<file path="config.mk">
export PLATFORM = sky130hd
export DESIGN_NAME = addsub_controller
export DESIGN_NICKNAME = d
export VERILOG_FILES = /design/src/rtl/addsub_pkg.sv /design/src/rtl/addsub_signed_seg_decoder.sv /design/src/rtl/addsub_controller.sv
export SDC_FILE = /design/constraint.sdc
export NUM_CORES = 1
export LEC_CHECK = 0
export BUFFER_PORTS_ARGS = -buffer_cell sky130_fd_sc_hd__clkbuf_2
export CAP_MARGIN = 30
export CORE_MARGIN = 5
export CORE_UTILIZATION = 59
export CTS_CLUSTER_DIAMETER = 40
export CTS_CLUSTER_SIZE = 25
export DETAILED_ROUTE_END_ITERATION = 8
export GPL_TIMING_DRIVEN = 0
export PLACE_DENSITY = 0.79
export SLEW_MARGIN = 20
export SYNTH_ARGS = -nofsm -noshare
export SYNTH_HDL_FRONTEND = slang
export SYNTH_HIERARCHICAL = 1
export SYNTH_SLANG_ARGS = --single-unit
</file>
<file path="constraint.sdc">
create_clock -name CLOCK_50 -period 3.7 [get_ports CLOCK_50]
set_input_delay 0.74 -clock CLOCK_50 [delete_from_list [all_inputs] [get_ports CLOCK_50]]
set_output_delay 0.74 -clock CLOCK_50 [all_outputs]
set_load 0.01 [all_outputs]
</file>
<file path="src/rtl/addsub_pkg.sv">
// addsub_pkg -- shared definitions for the add/subtract controller.
//   state_t                 : controller FSM states (LOAD_A, LOAD_B, COMPUTE, SHOW)
//   SEG_0..SEG_8            : active-low seven-segment patterns, bit order g..a
//   SEG_DASH / SEG_BLANK    : minus sign and blank digit patterns
//   DEBOUNCE_CYCLES_DEFAULT : default stable-cycle count for the button debouncer
//   state_onehot()          : LEDR encoding of a state
//   seg_digit()             : magnitude (0..8) to segment pattern
package addsub_pkg;

  localparam int DEBOUNCE_CYCLES_DEFAULT = 500000;

  typedef enum logic [1:0] {
    ST_LOAD_A  = 2'd0,
    ST_LOAD_B  = 2'd1,
    ST_COMPUTE = 2'd2,
    ST_SHOW    = 2'd3
  } state_t;

  localparam logic [6:0] SEG_0     = 7'b1000000;
  localparam logic [6:0] SEG_1     = 7'b1111001;
  localparam logic [6:0] SEG_2     = 7'b0100100;
  localparam logic [6:0] SEG_3     = 7'b0110000;
  localparam logic [6:0] SEG_4     = 7'b0011001;
  localparam logic [6:0] SEG_5     = 7'b0010010;
  localparam logic [6:0] SEG_6     = 7'b0000010;
  localparam logic [6:0] SEG_7     = 7'b1111000;
  localparam logic [6:0] SEG_8     = 7'b0000000;
  localparam logic [6:0] SEG_DASH  = 7'b0111111;
  localparam logic [6:0] SEG_BLANK = 7'b1111111;

  // State encoding doubles as the bit index of the one-hot LED.
  function automatic logic [3:0] state_onehot(input state_t s);
    return 4'b0001 << s;
  endfunction

  // Magnitudes above 8 never occur for a 4-bit signed value; they blank.
  function automatic logic [6:0] seg_digit(input logic [3:0] mag);
    logic [6:0] seg;
    case (mag)
      4'd0:    seg = SEG_0;
      4'd1:    seg = SEG_1;
      4'd2:    seg = SEG_2;
      4'd3:    seg = SEG_3;
      4'd4:    seg = SEG_4;
      4'd5:    seg = SEG_5;
      4'd6:    seg = SEG_6;
      4'd7:    seg = SEG_7;
      4'd8:    seg = SEG_8;
      default: seg = SEG_BLANK;
    endcase
    return seg;
  endfunction

endpackage

</file>
<file path="src/rtl/addsub_signed_seg_decoder.sv">
// signed_seg_decoder -- combinational 4-bit signed value to two-digit display.
//   value : 4-bit two's complement value (-8..7)
//   seg   : {HEX1, HEX0}; HEX1 is '-' for negative values else blank,
//           HEX0 shows the magnitude (0..8), all active-low, bit order g..a
module signed_seg_decoder
  import addsub_pkg::*;
(
  input  logic [3:0]  value,
  output logic [13:0] seg
);

  logic [3:0] mag;

  // Four-bit negation of -8 wraps to 4'b1000, which is exactly magnitude 8.
  always_comb begin
    mag = value[3] ? (4'd0 - value) : value;
    seg = {(value[3] ? SEG_DASH : SEG_BLANK), seg_digit(mag)};
  end

endmodule

</file>
<file path="src/rtl/addsub_controller.sv">
// addsub_controller -- two-operand 4-bit signed adder/subtractor driven by a
// single debounced pushbutton.
//   CLOCK_50 : sole clock, rising edge
//   RESET_N  : asynchronous active-low reset
//   SW       : operand entry, 4-bit two's complement
//   OP       : 0 = A+B, 1 = A-B, captured together with B
//   ENTER_N  : raw active-low pushbutton (asynchronous, bouncy)
//   HEX0     : magnitude digit, active-low segments g..a
//   HEX1     : sign digit, active-low segments g..a
//   LEDR     : one-hot state {SHOW, COMPUTE, LOAD_B, LOAD_A}
//   OVF      : signed overflow of the last computed result
module addsub_controller
  import addsub_pkg::*;
#(
  parameter int DEBOUNCE_CYCLES = DEBOUNCE_CYCLES_DEFAULT
)
(
  input  logic       CLOCK_50,
  input  logic       RESET_N,
  input  logic [3:0] SW,
  input  logic       OP,
  input  logic       ENTER_N,
  output logic [6:0] HEX0,
  output logic [6:0] HEX1,
  output logic [3:0] LEDR,
  output logic       OVF
);

  localparam int CNT_W = (DEBOUNCE_CYCLES > 1) ? $clog2(DEBOUNCE_CYCLES) : 1;
  localparam logic [CNT_W-1:0] CNT_LAST = CNT_W'(DEBOUNCE_CYCLES - 1);

  // Button conditioning
  logic             sync1_reg;
  logic             sync2_reg;
  logic             level_reg;
  logic [CNT_W-1:0] cnt_reg;
  logic             press_reg;
  logic             accept;

  // Controller state and datapath
  state_t      state_reg, state_next;
  logic [3:0]  a_reg, a_next;
  logic [3:0]  b_reg, b_next;
  logic        op_reg, op_next;
  logic [3:0]  result_reg, result_next;
  logic        ovf_reg, ovf_next;
  logic signed [4:0] ext_a, ext_b, calc;

  // Display path
  logic [3:0]  disp_value;
  logic        disp_dash;
  logic [13:0] disp_seg;
  logic [6:0]  hex0_reg, hex0_next;
  logic [6:0]  hex1_reg, hex1_next;
  logic [3:0]  led_reg, led_next;

  // ---------------------------------------------------------------------------
  // Synchronizer and debouncer. The counter runs while the synchronized input
  // differs from the accepted level; it reaching CNT_LAST means the new level
  // has been held for DEBOUNCE_CYCLES consecutive cycles. Any return to the
  // accepted level restarts the count, so short glitches never get through.
  // ---------------------------------------------------------------------------
  assign accept = (sync2_reg != level_reg) && (cnt_reg == CNT_LAST);

  always_ff @(posedge CLOCK_50 or negedge RESET_N) begin
    if (!RESET_N) begin
      sync1_reg <= 1'b1;
      sync2_reg <= 1'b1;
      level_reg <= 1'b1;
      cnt_reg   <= '0;
      press_reg <= 1'b0;
    end else begin
      sync1_reg <= ENTER_N;
      sync2_reg <= sync1_reg;
      if (sync2_reg == level_reg) begin
        cnt_reg <= '0;
      end else if (accept) begin
        level_reg <= sync2_reg;
        cnt_reg   <= '0;
      end else begin
        cnt_reg <= cnt_reg + 1'b1;
      end
      // Only the accepted high-to-low edge produces a pulse.
      press_reg <= accept && !sync2_reg;
    end
  end

  // ---------------------------------------------------------------------------
  // FSM: state register
  // ---------------------------------------------------------------------------
  always_ff @(posedge CLOCK_50 or negedge RESET_N) begin
    if (!RESET_N) begin
      state_reg <= ST_LOAD_A;
    end else begin
      state_reg <= state_next;
    end
  end

  // FSM: next-state logic. COMPUTE always lasts one cycle, so a press pulse
  // landing there is simply not looked at.
  always_comb begin
    state_next = state_reg;
    case (state_reg)
      ST_LOAD_A:  if (press_reg) state_next = ST_LOAD_B;
      ST_LOAD_B:  if (press_reg) state_next = ST_COMPUTE;
      ST_COMPUTE: state_next = ST_SHOW;
      ST_SHOW:    if (press_reg) state_next = ST_LOAD_A;
      default:    state_next = ST_LOAD_A;
    endcase
  end

  // Five-bit sign-extended arithmetic; bits 4 and 3 disagree exactly when the
  // result does not fit in 4-bit two's complement.
  assign ext_a = $signed({a_reg[3], a_reg});
  assign ext_b = $signed({b_reg[3], b_reg});
  assign calc  = op_reg ? (ext_a - ext_b) : (ext_a + ext_b);

  // FSM: output / datapath next values
  always_comb begin
    a_next      = a_reg;
    b_next      = b_reg;
    op_next     = op_reg;
    result_next = result_reg;
    ovf_next    = ovf_reg;
    case (state_reg)
      ST_LOAD_A: begin
        if (press_reg) a_next = SW;
      end
      ST_LOAD_B: begin
        if (press_reg) begin
          b_next  = SW;
          op_next = OP;
        end
      end
      ST_COMPUTE: begin
        result_next = calc[3:0];
        ovf_next    = calc[4] ^ calc[3];
      end
      ST_SHOW: begin
        if (press_reg) ovf_next = 1'b0;
      end
      default: ;
    endcase
  end

  // Display source follows the state being entered so the registered outputs
  // line up with LEDR: live switches while loading, the result while showing.
  always_comb begin
    disp_value = SW;
    disp_dash  = 1'b0;
    if (state_next == ST_SHOW) begin
      disp_value = result_next;
      disp_dash  = ovf_next;
    end
  end

  signed_seg_decoder u_seg_decoder (
    .value (disp_value),
    .seg   (disp_seg)
  );

  always_comb begin
    led_next  = state_onehot(state_next);
    hex1_next = disp_dash ? SEG_DASH : disp_seg[13:7];
    hex0_next = disp_dash ? SEG_DASH : disp_seg[6:0];
  end

  // Datapath and output registers
  always_ff @(posedge CLOCK_50 or negedge RESET_N) begin
    if (!RESET_N) begin
      a_reg      <= 4'd0;
      b_reg      <= 4'd0;
      op_reg     <= 1'b0;
      result_reg <= 4'd0;
      ovf_reg    <= 1'b0;
      hex0_reg   <= SEG_0;
      hex1_reg   <= SEG_BLANK;
      led_reg    <= 4'b0001;
    end else begin
      a_reg      <= a_next;
      b_reg      <= b_next;
      op_reg     <= op_next;
      result_reg <= result_next;
      ovf_reg    <= ovf_next;
      hex0_reg   <= hex0_next;
      hex1_reg   <= hex1_next;
      led_reg    <= led_next;
    end
  end

  assign HEX0 = hex0_reg;
  assign HEX1 = hex1_reg;
  assign LEDR = led_reg;
  assign OVF  = ovf_reg;

endmodule

</file>
---- After elaboration in Yosys (flattened, before gate mapping) ----
Memory sizes are Yosys's and may differ from the RTL's.
Cells that the tools add are included.
storage, ports and cells
  register bits after elaboration ......... 57
  bits in latches ......................... 0
  RAM bits ................................ 0
  memory bits (read-only) ................. 112
  input bits .............................. 8
  memories ................................ 1
operators by class
  add/sub/neg operators ................... 4
  multipliers ............................. 0
  divide/modulo/power cells ............... 0
  order comparisons ....................... 0
  equality and inequality tests ........... 7
  shifts and indexed selects .............. 1
  muxes and demuxes ....................... 16
  bitwise logic cells ..................... 2
  reductions and logical operators ........ 7
memories
  name              depth  width  read ports  clocked after Yosys merged registers in  write ports  line              text
  (name not given)  16     7      1           0                                        0            addsub_pkg.sv:39  case (mag)
operator list
  operator                                          count
  two-way mux 19 bit                                2
  two-way mux 7 bit                                 3
  adder 19 x 1 -> 19 bit (second input constant)    1
  == test 19 bit (second input constant)            1
  two-way mux 4 bit                                 3
  case mux 2 bit (4 select lines)                   1
  == test 2 bit (second input constant)             3
  two-way mux 2 bit                                 3
  AND reduction 2 bit                               3
  adder 4 x 4 -> 5 bit                              1
  two-way mux 5 bit                                 1
  subtractor 4 x 4 -> 5 bit                         1
  << shifter 1 x 2 -> 4 bit (first input constant)  1
  subtractor 1 x 4 -> 4 bit (first input constant)  1
  == test 2 x 1 -> 1 bit (second input constant)    1
  logical AND 1 bit                                 2
  logical NOT 2 bit                                 1
  two-way mux 1 bit                                 2
  case mux 1 bit (2 select lines)                   1
  == test 1 bit                                     1
  logical NOT 1 bit                                 1
  inequality test 1 bit                             1
  NOT 1 bit                                         1
  bitwise XOR 1 bit                                 1

---- Depth between registers and ports, before layout ----
Gate-level depths: netlist of the first run.
An unclocked memory read counts as a cell.
  depth in word-level cells ............... 8
  depth in mapped cells ................... 19

---- Cells and area by module ----
Netlist of the first run, hierarchy kept.
modules (own cells, without submodules)
  module              instances  cells each  area an instance (µm²)  seq. area each (µm²)
  addsub_controller   1          252         2,590.0                 1,441.4
  signed_seg_decoder  1          42          287.8                   0.0

---- Least setup slack after synthesis of the first run ----
OpenSTA, ideal clock, no wires.
  path kind ............................... reg2reg
  from .................................... register b_reg[0]
  to ...................................... register hex0_reg[5] (netlist: HEX0[5])
  setup time .............................. 77 ps
  data arrival time ....................... 3,280 ps
  data required time ...................... 3,623 ps
  path slack .............................. 342 ps
  cell stages (with the launch flop) ...... 19
  buffers on the path ..................... 0
  cells stage by stage .................... dfrtp_1 inv_1 ha_1 nor2_1 xnor2_1 ha_1 nor2b_1 a221oi_2 xnor2_1 mux2_2 mux2_2 o21ai_0 inv_1 ha_1 nand2_1 nor2_1 nor3_2 nor2_1 o21ai_1
between the ends
  cells in the longest elaborated chain, start to end .. 8
  elaborated cells between the ends (all ways) .. 12
ends and longest elaborated chain
  element                                                                   line                             text
  start: declaration                                                        addsub_controller.sv:43          logic [3:0] b_reg, b_next;
  start signal: assignment                                                  addsub_controller.sv:181         b_reg <= b_next;
  adder 4 x 4 -> 5 bit / subtractor 4 x 4 -> 5 bit (equally long branches)  addsub_controller.sv:116         assign calc = op_reg ? (ext_a - ext_b) : (ext_a + ext_b);
  two-way mux 5 bit *                                                       addsub_controller.sv:116
  two-way mux 4 bit *                                                       addsub_controller.sv:125         case (state_reg)
  net result_next[3]                                                        addsub_controller.sv:45          logic [3:0] result_reg, result_next;
  two-way mux 4 bit *                                                       addsub_controller.sv:151         if (state_next == ST_SHOW) begin
  net disp_value[3]                                                         addsub_controller.sv:50          logic [3:0] disp_value;
  subtractor 1 x 4 -> 4 bit                                                 addsub_signed_seg_decoder.sv:16  mag = value[3] ? (4'd0 - value) : value;
  two-way mux 4 bit *                                                       addsub_signed_seg_decoder.sv:16
  memory read (16 x 7 bit) *                                                -
  net disp_seg[5]                                                           addsub_controller.sv:52          logic [13:0] disp_seg;
  two-way mux 7 bit *                                                       addsub_controller.sv:165         hex0_next = disp_dash ? SEG_DASH : disp_seg[6:0];
  net hex0_next[5]                                                          addsub_controller.sv:53          logic [6:0] hex0_reg, hex0_next;
  end signal: assignment                                                    addsub_controller.sv:185         hex0_reg <= hex0_next;
  end: declaration                                                          addsub_controller.sv:53
Mark *: on every way through the listed nets, which the timed path passes. The rest lies on a longest branch.
A chain may end at the register's enable or synchronous reset.

---- Worst setup path after layout of the first run ----
  from .................................... register b_reg[0]
  to ...................................... register hex0_reg[4] (netlist: HEX0[4])
The elaborated chain is that of the path after synthesis.

==> summary.md, run 1 <==
| Metric | Value |
|---|---|
| Multi-input gate area | `~1300 µm²` |
| Vias | `~2100` |
| Die Ht | `about 80 µm` |
| ANT cells | `0` |
| Wirelength per Cell | `about 13 µm` |
| Synthesis Warnings | `6` |
| Fin. Hold Viols | `0` |
| DRT iter0 DRCs | `between 100 and 150` |
| Worst-path maximum fanout | `6` |
| TNS Setup | `0 ns` |
| Min Tclk post-route | `3.564 ns` |
| CTS clk-pin slew, worst paths | `0.07 ns` |
| CTS max path bufs | `2` |
| Pin count of the biggest net entering global routing | `33` |
| Crit path arrival time | `3.77 ns` |
| Post-route ant nets | `0` |
| Drt total wl | `roughly 5500 µm` |
| WS Path Type | `flop to flop` |
| Crit end category | `flop` |
| TritonRoute pass-1 iters | `4` |
| Worst-Margin Slew | `just over 0.7 ns` |
| Synth Instances | `between 200 and 300` |
| H-tree lvl count | `3` |
| Synth Cell Area | `~2900 µm²` |
| Outcome | `complete, no violations` |
| Area grow syn2layout | `17.13%` |
| Max-slew headroom | `about half` |
| First-pass GRT wire length | `around 9100 µm` |
| Pwr dens | `400.0 nW/µm²` |
| Routed vias/inst | `approximately 5.2` |
| FILL cells | `355` |
| FF+latch area | `between 1000 and 1500 µm²` |
| Initial antenna violation count | `0` |
| CTS root buf | `clkbuf_8` |
| Num CTS Buffers | `9` |
| Distinct cell type count after synthesis | `43` |
| Largest register FFs | `19` |
| Register area share after synthesis | `approximately 50%` |
| Share of cells above drive strength 1 | `25.58%` |
| Non-filler cells in the finished layout | `roughly 410` |
| Row cnt | `25` |
| Max VDD drop | `between 0.4 and 0.5 mV` |
| Commonest non-fill, non-tap cells in the layout | `45 x dfrtp_1, 45 x nor2_1, 38 x nand2_1` |
| Full die area | `approximately 6400 µm²` |
| PortBufs | `26` |
| Leak | `approximately 1.6 nW` |
| Die width | `79.84 µm` |
| Initial Util | `between 60 and 70%` |
| All-layer global routing usage | `a little under a fifth` |
| EDFF count, synth | `0` |
| I/O pin cnt | `27` |
| Pwr Total | `roughly 1.3 mW` |
| GPL Wtd Cong | `~0.86` |
| # nets final | `358` |
| Placed cells | `a little under 400` |
| DP Wirelength | `around 3800 µm` |
| # setup viols final | `0` |
| WP data required | `approximately 4 ns` |
| Ys flop type | `dfrtp_1` |
| Vias in the first global route | `between 2000 and 2500` |
| FF+latch count, synth | `57` |
| Max_cap viols | `0` |
| Clk sinks | `57` |
| GR Overflow Total | `0` |
| Worst Hold Class | `input pin to asynchronous set/reset pin` |
| Core region area | `around 4700 µm²` |
| Fin. max-slew vios | `0` |
| Asr flop ratio synth | `between 90% and 100%` |
| CP Launch Type | `flop` |
| Peak Freq | `280.6 MHz` |
| Avg Cell Area, Syn | `a little under 10 µm²` |
| Final Skew | `about 0.0077 ns` |
| Residual DRC | `0` |
| Worst-skew pair later-pin latency | `~0.33 ns` |
| CTS tree | `yes` |
| Final Cycle Share | `a little over nine tenths` |
## cell families after synthesis
kind of cell	after synthesis	share of synthesized area [%]
AO/OA/AOI/OAI	38	7.783
XOR/XNOR	26	8.435
adder cells (fa/ha/maj)	11	5.044
buffers and inverters	28	4.956
flip-flops	57	50.09
multiplexers	6	2.348
other	1	0.1303
AND/OR/NAND/NOR	127	21.22
## worst paths after layout
path	cells after the start	slack, ns	endpoint	from
worst max-delay path	19	0.14	HEX0[4]	b_reg[0]
worst min-delay path	1	0.35	result_reg[2]	RESET_N
worst max register to register	19	0.14	HEX0[4]	b_reg[0]
worst min register to register	0	0.36	sync2_reg	sync1_reg
max in group asynchronous	2	2.81	HEX1[0]	RESET_N
min in group CLOCK_50	0	0.36	sync2_reg	sync1_reg
## Yosys cell counts (9+ instances only)
library cell	instances	share of area, %
nand3_1	11	1.9
inv_1	15	2.0
o21ai_0	13	2.3
xor2_1	10	3.0
dfstp_2	12	11
a21oi_1	9	1.6
nand2_1	38	5.0
dfrtp_1	45	39
ha_1	10	4.3
nor2_1	46	6.0
xnor2_1	15	4.6
## final cells by class
type                            count  area share (%)
Sequential cell                    57           42.76
Multi-Input combinational cell    214           39.46
Timing Repair Buffer               29           4.974
Clock buffer                       10           4.083
Tap cell                           67           2.487
Buffer                             12           2.450
Clock inverter                      6           2.004
Inverter                           16           1.782
## repair_timing
item,CTS,global route
pin swaps,0,3
hold buffers,0,0
endpoints found under the setup margin,4,7
gates cloned,0,0
setup buffers,0,2
resized for setup,1,5
## per-layer routing
layer	routed length, µm	part of all wire, %	vias to the layer above	GRT usage [%]
li1	-	-	1056	-
met1	2529	46	1017	23.21
met2	2622	48	39	31.14
met3	206	3.8	8	4.063
met4	93	1.7	0	10.81
met5	0	0	-	0
## power by group
group | internal (mW) | switching [mW] | total [mW]
sequential | 0.647 | 0.00693 | 0.653
clock | 0.330 | 0.254 | 0.584
combinational | 0.0457 | 0.0649 | 0.111
## critical path: stages, from the launching register on
cell      delay, ns
dfrtp_1        0.39
inv_1          0.07
ha_1           0.21
nor2_1         0.11
xnor2_1        0.08
ha_1           0.34
nor2b_1        0.17
a221oi_2       0.27
xnor2_1        0.15
mux2_2         0.30
mux2_4         0.31
nand2_1        0.10
o21ai_2        0.08
inv_1          0.10
ha_2           0.21
nand2_1        0.12
a21oi_1        0.15
a31oi_1        0.07
nor2_1         0.15
o21ai_2        0.06
## metrics by stage
stage	setup WS (ns)	hold slack [ns]	cell area, µm²	util (%)
6_report	0.1364	0.3491	3371	71.36
5_1_grt	-0.03884	0.3603	3371	71.36
4_1_cts	0.08620	0.3516	3338	70.68
3_5_place_dp	-0.007208	0.3469	3133	66.33
2_1_floorplan	0.3423	0.3452	2897	-
3_3_place_gp	0.03584	0.3454	3110	65.85
Power figures use the tool's default switching activity.
==> run 2: changes to the inputs <==
- CELL_PAD_IN_SITES_DETAIL_PLACEMENT: not set -> 1
- CELL_PAD_IN_SITES_GLOBAL_PLACEMENT: not set -> 2
- CORE_UTILIZATION: 59 -> 38
- PLACE_DENSITY: 0.79 -> not set
- PLACE_DENSITY_LB_ADDON: not set -> 0.1
==> run 2 against run 1 <==
First-iteration DRC count fell by 65%. Sequential power barely moved. Clock power rose by 5.1%. Hold slack improved by 0.0082 ns. Core utilization fell by 24 points. Via count fell by 2.0%. Wire length rose by 10%. Count of clock-buffer cells in the layout rose by 3. Critical endpoint is now HEX0[3]. Sequential share of layout area fell by 0.89 points. Maximum frequency rose by 3.0%. Final cell count rose by 8.0%. Combinational power rose by 6%.
==> summary.md, run 2 (synthesis results as in run 1) <==
| Metric | Value |
|---|---|
| Outcome | `complete, no violations` |
| Wirelength per Cell | `~14 µm` |
| Placed cells | `between 400 and 500` |
| Pwr Total | `between 1 and 1.5 mW` |
| GR Overflow Total | `0` |
| Hold-fix buffer count after cts | `0` |
| Row cnt | `31` |
| Crit path arrival time | `approximately 3.7 ns` |
| Drt total wl | `~6000 µm` |
| Crit end category | `flop` |
| CTS clk-pin slew, worst paths | `approximately 0.07 ns` |
| Final Skew | `about 0.0081 ns` |
| Fin. Hold Viols | `0` |
| Share of cells above drive strength 1 | `roughly 26%` |
| Util after Layout | `a little under half` |
| CP Launch Type | `flop` |
| CP bufs+invs | `2` |
| Crit-path cells | `inv_1, ha_2, nor2_1, xnor2_1, ha_1, nor2b_1, a221oi_2, xnor2_1, mux2_2, mux2_4, nand2_2, o21ai_4, inv_2, ha_4, nand2_1, nor2_2, a21oi_1, nor2_1, o21ai_1` |
| TritonRoute pass-1 iters | `4` |
| Max_cap viols | `0` |
| Slowest CP cell | `dfrtp_1` |
| # nets final | `359` |
| Pwr dens | `just over 400 nW/µm²` |
| Peak Freq | `approximately 290 MHz` |
| CTS root buf | `clkbuf_8` |
| Delay-heaviest family, CP | `simple AND/OR/NAND/NOR gates` |
| Placed cell areas | `~3200 µm²` |
| Largest register FFs | `19` |
| WS Path Type | `flop to flop` |
| Worst-skew pair later-pin latency | `between 0.3 and 0.4 ns` |
| WP data required | `between 3 and 4 ns` |
| Fin. max-slew vios | `0` |
| ANT cells | `0` |
| PortBufs | `26` |
| Residual DRC | `0` |
| Area grow syn2layout | `19.61%` |
| CTS tree | `yes` |
| Die width | `just under 100 µm` |
| Worst Hold Class | `input pin to asynchronous set/reset pin` |
| Worst-Margin Slew | `~0.73 ns` |
| Initial Util | `between 30% and 40%` |
| Post-route ant nets | `0` |
| First-pass GRT wire length | `10540 µm` |
| # setup viols final | `0` |
| Commonest non-fill, non-tap cells in the layout | `45 x dfrtp_1, 45 x nor2_1, 37 x nand2_1` |
| Non-filler cells in the finished layout | `between 400 and 500` |
| Pin count of the biggest net entering global routing | `31` |
| Core region area | `7331 µm²` |
| DP Wirelength | `between 4000 and 5000 µm` |
| GPL Wtd Cong | `between 0.8 and 0.9` |
| Vias in the first global route | `between 2000 and 2500` |
| Max VDD drop | `0.1925 mV` |
| Unrepaired setup endpoints after global routing | `false` |
| Full die area | `9414 µm²` |
| Initial antenna violation count | `0` |
| All-layer global routing usage | `between 10% and 20%` |
| DRT iter0 DRCs | `46` |
| Vias | `2077` |
| CTS max path bufs | `2` |
| Clk sinks | `between 50 and 60` |
| I/O pin cnt | `27` |
| Max-slew headroom | `between 50% and 60%` |
| H-tree lvl count | `3` |
| Worst-path maximum fanout | `6` |
| Leak | `between 1.5 and 2 nW` |
| Num CTS Buffers | `9` |
| Fin area | `roughly 3400 µm²` |
| Min Tclk post-route | `3.460 ns` |
| CP max stage delay | `roughly 0.4 ns` |
| Die Ht | `roughly 97 µm` |
| Routed vias/inst | `between 4 and 5` |
| Final Cycle Share | `~94%` |
## run 2: cell types whose count changed in the layout (fill, tap and decap cells not counted), sizes merged
cell and change:
buf +1, clkinvlp -2, clkinv -2, bufinv +1
clkbuf +3
## run 2: routing by layer
layer  track usage, %  up-vias  wire, µm
met1            16.05     1002      2744
met5                0        -         0
li1                 -     1050         -
met3            4.173        6       144
met2            24.26       19      3077
met4            4.860        0        44
## run 2: per-stage QoR
stage | setup slack [ns] | setup TNS, ns | hold WS [ns]
2_1_floorplan | 0.3423 | 0 | 0.3452
3_3_place_gp | -0.1072 | -0.3666 | 0.3453
3_5_place_dp | -0.1352 | -0.5103 | 0.3495
4_1_cts | 0.04620 | 0 | 0.3593
5_1_grt | 0.02852 | 0 | 0.3675
6_report | 0.2400 | 0 | 0.3573
## run 2: report_power, final
| part | switching [mW] | leakage [nW] | internal (mW) | total [mW] |
|---|---|---|---|---|
| clock | 0.234 | 0.102 | 0.379 | 0.614 |
| combinational | 0.0690 | 0.794 | 0.0492 | 0.118 |
| sequential | 0.00771 | 0.705 | 0.647 | 0.655 |
## run 2: what timing repair did
action | in CTS | in global routing
pin swaps | 0 | 6
setup endpoints to repair | 7 | 7
setup buffers | 0 | 3
gates resized for setup | 3 | 8
## run 2: path summary, 6_finish.rpt
| path | to | depth (start not counted) | slack (ns) | startpoint |
|---|---|---|---|---|
| max reg2reg | HEX0[3] | 19 | 0.24 | b_reg[0] |
| max in group asynchronous | HEX1[4] | 2 | 2.75 | RESET_N |
| min reg2reg | sync2_reg | 0 | 0.36 | sync1_reg |
| max | HEX0[3] | 19 | 0.24 | b_reg[0] |
| min in group CLOCK_50 | sync2_reg | 0 | 0.36 | sync1_reg |
| min | cnt_reg[4] | 1 | 0.36 | RESET_N |
## run 2: final cells by class
| type | instances | area [µm²] |
|---|---|---|
| repair buffers | 30 | 175.2 |
| inverters | 16 | 60.06 |
| flip-flops and latches | 57 | 1441 |
| clock inverters | 3 | 65.06 |
| plain buffers | 12 | 82.58 |
| multi-input cells | 214 | 1355 |
| clock buffers | 13 | 138.9 |
| well taps | 99 | 123.9 |
| fillers | 843 | 3889 |
